===== config.mk =====
export PLATFORM = sky130hd
export DESIGN_NAME = seg_charge_bar_display
export DESIGN_NICKNAME = d
export VERILOG_FILES = /design/src/rtl/seg_pkg.sv /design/src/rtl/seg_bar_decode.sv /design/src/rtl/seg_charge_bar_display.sv
export SDC_FILE = /design/constraint.sdc
export NUM_CORES = 1
export LEC_CHECK = 0
export BUFFER_PORTS_ARGS = -buffer_cell sky130_fd_sc_hd__buf_2
export CORE_MARGIN = 3
export CORE_UTILIZATION = 55
export CTS_BUF_LIST = sky130_fd_sc_hd__clkbuf_8
export CTS_CLUSTER_DIAMETER = 80
export CTS_CLUSTER_SIZE = 28
export DETAILED_ROUTE_END_ITERATION = 12
export PLACE_DENSITY = 0.77
export SYNTH_ARGS = -nofsm -noshare
export SYNTH_HDL_FRONTEND = slang
export SYNTH_SLANG_ARGS = --single-unit

===== constraint.sdc =====
create_clock -name sys_clk -period 4.15 [get_ports sys_clk]
set_input_delay 0.415 -clock sys_clk [delete_from_list [all_inputs] [get_ports sys_clk]]
set_output_delay 0.415 -clock sys_clk [all_outputs]
set_load 0.05 [all_outputs]

===== src/rtl/seg_pkg.sv =====
// Shared constants and types for the 7-segment charge bar display.
package seg_pkg;

  localparam int DIGITS    = 8;
  localparam int BAR_STEPS = 16;

  // Segment patterns ordered {g,f,e,d,c,b,a}, active low.
  localparam logic [6:0] SEG_OFF    = 7'h7F;
  localparam logic [6:0] SEG_BAR_L  = 7'b1001111;
  localparam logic [6:0] SEG_BAR_LR = 7'b1001001;

  typedef logic [4:0] level_t;
  typedef logic [2:0] digit_t;

  typedef enum logic {
    ST_BLANK = 1'b0,
    ST_DRIVE = 1'b1
  } scan_state_t;

endpackage


===== src/rtl/seg_bar_decode.sv =====
// Maps the latched bar level and the scanned digit to a segment pattern.
module seg_bar_decode
  import seg_pkg::*;
(
  input  level_t     level,
  input  digit_t     k,
  input  logic       blink_off,
  output logic [6:0] segs
);

  digit_t bar_idx;
  level_t left_thr;
  level_t right_thr;

  // Digit k = 7 is the leftmost digit, i.e. bar index 0.
  always_comb begin
    bar_idx   = digit_t'(DIGITS - 1) - k;
    left_thr  = {1'b0, bar_idx, 1'b0} + 5'd1;
    right_thr = {1'b0, bar_idx, 1'b0} + 5'd2;
    segs      = SEG_OFF;
    if (!blink_off) begin
      if (level >= right_thr)     segs = SEG_BAR_LR;
      else if (level >= left_thr) segs = SEG_BAR_L;
    end
  end

endmodule


===== src/rtl/seg_charge_bar_display.sv =====
// Jump-charge bar graph on the 8-digit 7-segment display: digit scan with
// anti-ghost blanking, once-per-frame level latch and full-charge blink.
module seg_charge_bar_display
  import seg_pkg::*;
#(
  parameter int PHY_WIDTH    = 16,
  parameter int SCAN_DIV     = 12500,
  parameter int BLANK_CYCLES = 500,
  parameter int CHARGE_SHIFT = 2,
  parameter int BLINK_FRAMES = 250
) (
  input  logic                 sys_clk,
  input  logic                 sys_rst_n,
  input  logic [PHY_WIDTH-1:0] charge_bar,
  output logic                 CA,
  output logic                 CB,
  output logic                 CC,
  output logic                 CD,
  output logic                 CE,
  output logic                 CF,
  output logic                 CG,
  output logic                 DP,
  output logic [7:0]           AN
);

  localparam int TIMER_W = (SCAN_DIV > 1) ? $clog2(SCAN_DIV) : 1;
  localparam int BLINK_W = (BLINK_FRAMES > 1) ? $clog2(BLINK_FRAMES) : 1;
  localparam logic [TIMER_W-1:0]   TIMER_LAST = TIMER_W'(SCAN_DIV - 1);
  localparam logic [TIMER_W-1:0]   BLANK_LAST = TIMER_W'(BLANK_CYCLES - 1);
  localparam logic [BLINK_W-1:0]   BLINK_LAST = BLINK_W'(BLINK_FRAMES - 1);
  localparam logic [PHY_WIDTH-1:0] FULL_STEPS = PHY_WIDTH'(BAR_STEPS);

  logic [TIMER_W-1:0]   timer;
  digit_t               k;
  scan_state_t          state;
  scan_state_t          state_nx;
  level_t               level;
  level_t               level_in;
  logic [PHY_WIDTH-1:0] charge_steps;
  logic [BLINK_W-1:0]   blink_cnt;
  logic                 blink_on;
  logic                 level_full;
  logic                 blink_off;
  logic                 slot_end;
  logic                 frame_end;
  logic                 frame_start;
  logic [6:0]           dec_segs;
  logic [6:0]           seg_q;
  logic [7:0]           an_q;

  always_comb begin
    slot_end     = (timer == TIMER_LAST);
    frame_end    = slot_end && (k == digit_t'(DIGITS - 1));
    frame_start  = (timer == '0) && (k == '0);
    charge_steps = charge_bar >> CHARGE_SHIFT;
    level_in     = (charge_steps >= FULL_STEPS) ? level_t'(BAR_STEPS) : charge_steps[4:0];
    level_full   = (level == level_t'(BAR_STEPS));
    blink_off    = level_full && !blink_on;
  end

  always_comb begin
    state_nx = state;
    case (state)
      ST_BLANK: if (timer == BLANK_LAST) state_nx = ST_DRIVE;
      ST_DRIVE: if (slot_end) state_nx = ST_BLANK;
      default:  state_nx = ST_BLANK;
    endcase
  end

  always_ff @(posedge sys_clk or negedge sys_rst_n) begin
    if (!sys_rst_n) begin
      timer <= '0;
      k     <= '0;
      state <= ST_BLANK;
    end else begin
      state <= state_nx;
      if (slot_end) begin
        timer <= '0;
        k     <= k + 3'd1;
      end else begin
        timer <= timer + 1'b1;
      end
    end
  end

  // Level is sampled only at the top of a frame so a frame never tears.
  always_ff @(posedge sys_clk or negedge sys_rst_n) begin
    if (!sys_rst_n) level <= '0;
    else if (frame_start) level <= level_in;
  end

  // Any non-full frame re-arms the blink so the first full frame shows lit.
  always_ff @(posedge sys_clk or negedge sys_rst_n) begin
    if (!sys_rst_n) begin
      blink_cnt <= '0;
      blink_on  <= 1'b1;
    end else if (!level_full) begin
      blink_cnt <= '0;
      blink_on  <= 1'b1;
    end else if (frame_end) begin
      if (blink_cnt == BLINK_LAST) begin
        blink_cnt <= '0;
        blink_on  <= ~blink_on;
      end else begin
        blink_cnt <= blink_cnt + 1'b1;
      end
    end
  end

  seg_bar_decode u_decode (
    .level     (level),
    .k         (k),
    .blink_off (blink_off),
    .segs      (dec_segs)
  );

  always_ff @(posedge sys_clk or negedge sys_rst_n) begin
    if (!sys_rst_n) begin
      an_q  <= 8'hFF;
      seg_q <= SEG_OFF;
    end else if (state == ST_DRIVE) begin
      an_q  <= ~(8'd1 << k);
      seg_q <= dec_segs;
    end else begin
      an_q  <= 8'hFF;
      seg_q <= SEG_OFF;
    end
  end

  assign AN = an_q;
  assign {CG, CF, CE, CD, CC, CB, CA} = seg_q;
  assign DP = 1'b1;

endmodule


==> flow_summary.yaml <==
outcome:
  outcome: "finished, final reports clean"
worst_hold_path:
  hold_path.class: "in2async"
setup_path:
  endpoint_kind: "flop"
  cp_cell_sequence: "inv_1 -> ha_1 -> ha_1 -> nor4b_1 -> nand3_1 -> nor4b_2 -> mux2i_1"
  start_kind: "flop"
  required_ns: 4.36
  crit_top_cell: "ha_1"
  r2r_slack_ns: 1.65
  r2r_start: "k[0]"
  crit_path_top_delay_cell: "nor4b_2"
  critPathArrivalTime_ns: 2.71
  rr_worst_depth: 7
  path_class: "reg2reg"
  path_buf_inv: 1
  cp_slowest_stage_delay_ns: 0.71
  rr_endpoint: "level[3]"
  cpLargestDelayFamily: "simple AND/OR/NAND/NOR gates"
  crit_fanout: 5
clocking:
  h-tree-depth: 2
  postCtsSetupRepairBufs: 0
  clock-sinks: 42
  cts_tree: "done"
  worst_skew_pair.late_latency_ns: 0.30
  clk_pin_slew_ns: 0.07
  hold_buffers: 0
  cts_buffer_depth: 2
  numCtsBuffers: 5
  cts_root_buf: "clkbuf_8"
  cts_resized: 0
synth:
  synth.distinct_cells: 37
  synth_top_family_by_area: "simple AND/OR/NAND/NOR gates"
  synth.area.mux_share_pct: 2.186
  synth_simple_gate_area_share_pct: 22.02
  yosysWarnings: 0
  synth-edff-count: 0
  synth_ff_type: "dfrtp_1"
  synth.avg_cell_area_um2: 10.04
  syn_inst: 228
  async_flop_share_pct: 100.0
  yosysSeqAreaShare_pct: 46.50
  synth-compound-area-share_pct: 8.251
  synth-seq-cells: 42
  syn_area_um2: 2290
  yosys.area_share.xor_xnor_pct: 4.208
  synthAdderAreaFrac_pct: 10.38
timing:
  slew_headroom_pct: 33.98
  fmax_mhz: 399.6
  clock_skew_ns: 0.008032
  drv_slew: 0
  period_minus_slack_ns: 2.503
  setup_viol: 0
  rsz0062_at_grt: "no"
  finalHoldViolCount: 0
  fin_setup_tns_ns: 0
  tightestPinTransition_ns: 0.9827
  fin_crit_sh_pct: 60.30
final_layout:
  drive_gt1_share_pct: 18.25
  post-route-util_pct: 65.24
  diodes: 0
  fillCellCount: 318
  final_nets: 288
  area_growth_syn_to_layout_pct: 9.016
routing:
  vias: 1715
  firstDrtPassIters: 4
  avgViaCountPerCell: 5.717
  drt_iter0_drc: 134
  wl_per_cell_um: 14.05
  drc: 0
  totalWireLength_um: 4215
  antenna_left: 0
die:
  die_h_um: 70.52
  placement_rows: 22
  initial_utilization_pct: 59.84
  die_x_um: 70.52
  pin_count: 34
  dieArea_um2: 4973
  core_um2: 3826
place:
  port_buffers: 27
  place.gp.congestion: 0.8360
  hpwl_um: 3122
power:
  swShare_pct: 22.37
  p_int_w: 0.0005270
  p_leak_nw: 1.130
  power.density_nw_per_um2: 272.0
  pwr-share-comb_pct: 3.3
  power_frac_clock_pct: 36.4
  p_seq_share_pct: 60.3
  p_switching_w: 0.0001519
  ir_worst_vdd_uv: 273.4
global_routing:
  grt_usage_pct: 18.61
  grt_max_degree: 43
  grt_pass1_wl_um: 7231
  first_global_vias: 1603
  antenna_found_initial: 0
  grt_remaining_overflow: 0
run:
  drv_cap: 0
==> metal layers <==
metal | track usage, % | share of wire [%]
met2 | 29.42 | 48
met4 | 6.170 | 1.5
met1 | 24.12 | 46
met5 | 0 | 0
met3 | 6.187 | 4.9
==> cell type report <==
| type | instances | area, um^2 | area share [%] |
|---|---|---|---|
| clock buffers | 5 | 68.82 | 2.757 |
| clock inverters | 3 | 11.26 | 0.4511 |
| inverters | 17 | 63.81 | 2.556 |
| multi-input cells | 158 | 1092 | 43.76 |
| flip-flops and latches | 42 | 1065 | 42.66 |
| well taps | 48 | 60.06 | 2.406 |
| repair buffers | 27 | 135.1 | 5.414 |
==> registers in the layout, indices dropped and copies added (netlist names) <==
register,count
k,3
state,1
AN,8
seg_q,2
blink_on,1
timer,14
level,5
blink_cnt,8
==> metrics by stage <==
step           std cells  hold WS (ns)  setup WS [ns]  cell area [um^2]  power [W]
2_1_floorplan        231        0.1194          2.079              2301  0.0004288
3_3_place_gp         292        0.5163          1.799              2416  0.0004398
3_5_place_dp         292        0.5204          1.692              2416  0.0004401
4_1_cts              300        0.2554          1.657              2496  0.0006864
5_1_grt              300        0.3010          1.451              2496  0.0007100
6_report             300        0.2322          1.647              2496  0.0006789
==> worst max-delay path by stage <==
| stage | startpoint | endpoint | slack, ns | cells past startpoint |
|---|---|---|---|---|
| global placement | k[0] | level[0] | 1.80 | 7 |
| CTS | k[0] | level[3] | 1.66 | 7 |
| detailed placement | k[0] | level[3] | 1.69 | 7 |
| floorplan | k[0] | level[0] | 2.08 | 7 |
| global route | k[0] | level[3] | 1.45 | 7 |
| finish | k[0] | level[3] | 1.65 | 7 |
==> kinds of logic (layout without fill, tap and decap cells) <==
family	Yosys count	in the layout
adders and majority gates	19	19
muxes	5	5
xor gates and xnor gates	11	11
DFF	42	42
AOI/OAI and AO/OA	28	28
and+or+nand+nor	91	91
other	1	4
buffers and inverters	31	52
==> synth_stat cells (2+ instances only) <==
cell type	count	area, um^2
dfrtp_1	31	775.7
ha_1	19	237.7
nand2_1	18	67.56
inv_1	17	63.81
nor2_1	14	52.55
dfstp_2	11	289.0
o21ai_0	11	55.05
nand3_1	10	50.05
buf_4	7	52.55
nand4_1	7	43.79
nor3_1	7	35.03
xnor2_1	7	61.31
and3_1	6	37.54
clkbuf_1	6	22.52
nor2b_1	6	37.54
and4_1	5	43.79
mux2i_1	5	50.05
a21oi_1	4	20.02
a32o_1	4	40.04
and2_1	4	25.02
nor4_1	4	25.02
xor2_1	4	35.03
or3_1	3	18.77
or4_1	3	22.52
a211oi_1	2	15.01
nor4b_1	2	17.52
==> power by group through the flow <==
stage | combinational (W) | clock [W] | sequential (W)
6_report | 0.0000222 | 0.000247 | 0.000410
5_1_grt | 0.0000250 | 0.000275 | 0.000410
4_1_cts | 0.0000229 | 0.000254 | 0.000410
3_5_place_dp | 0.0000229 | 0 | 0.000417
3_3_place_gp | 0.0000226 | 0 | 0.000417
2_1_floorplan | 0.0000115 | 0 | 0.000417
==> cells in the final DEF (no fill, tap or decap), drive strengths merged, types with 2 or more instances in the layout <==
cell    synthesis  layout
dfrtp          31      31
buf             7      27
inv            17      20
ha             19      19
nand2          18      18
nor2           14      14
dfstp          11      11
o21ai          11      11
nand3          10      10
nand4           7       7
nor3            7       7
xnor2           7       7
nor2b           6       6
and3            6       6
and4            5       5
mux2i           5       5
clkbuf          7       5
nor4            5       5
and2            4       4
xor2            4       4
a21oi           4       4
a32o            4       4
conb            1       4
or3             3       3
or4             3       3
nor4b           3       3
a211oi          2       2
No activity file was read; power rests on OpenSTA's default activity.
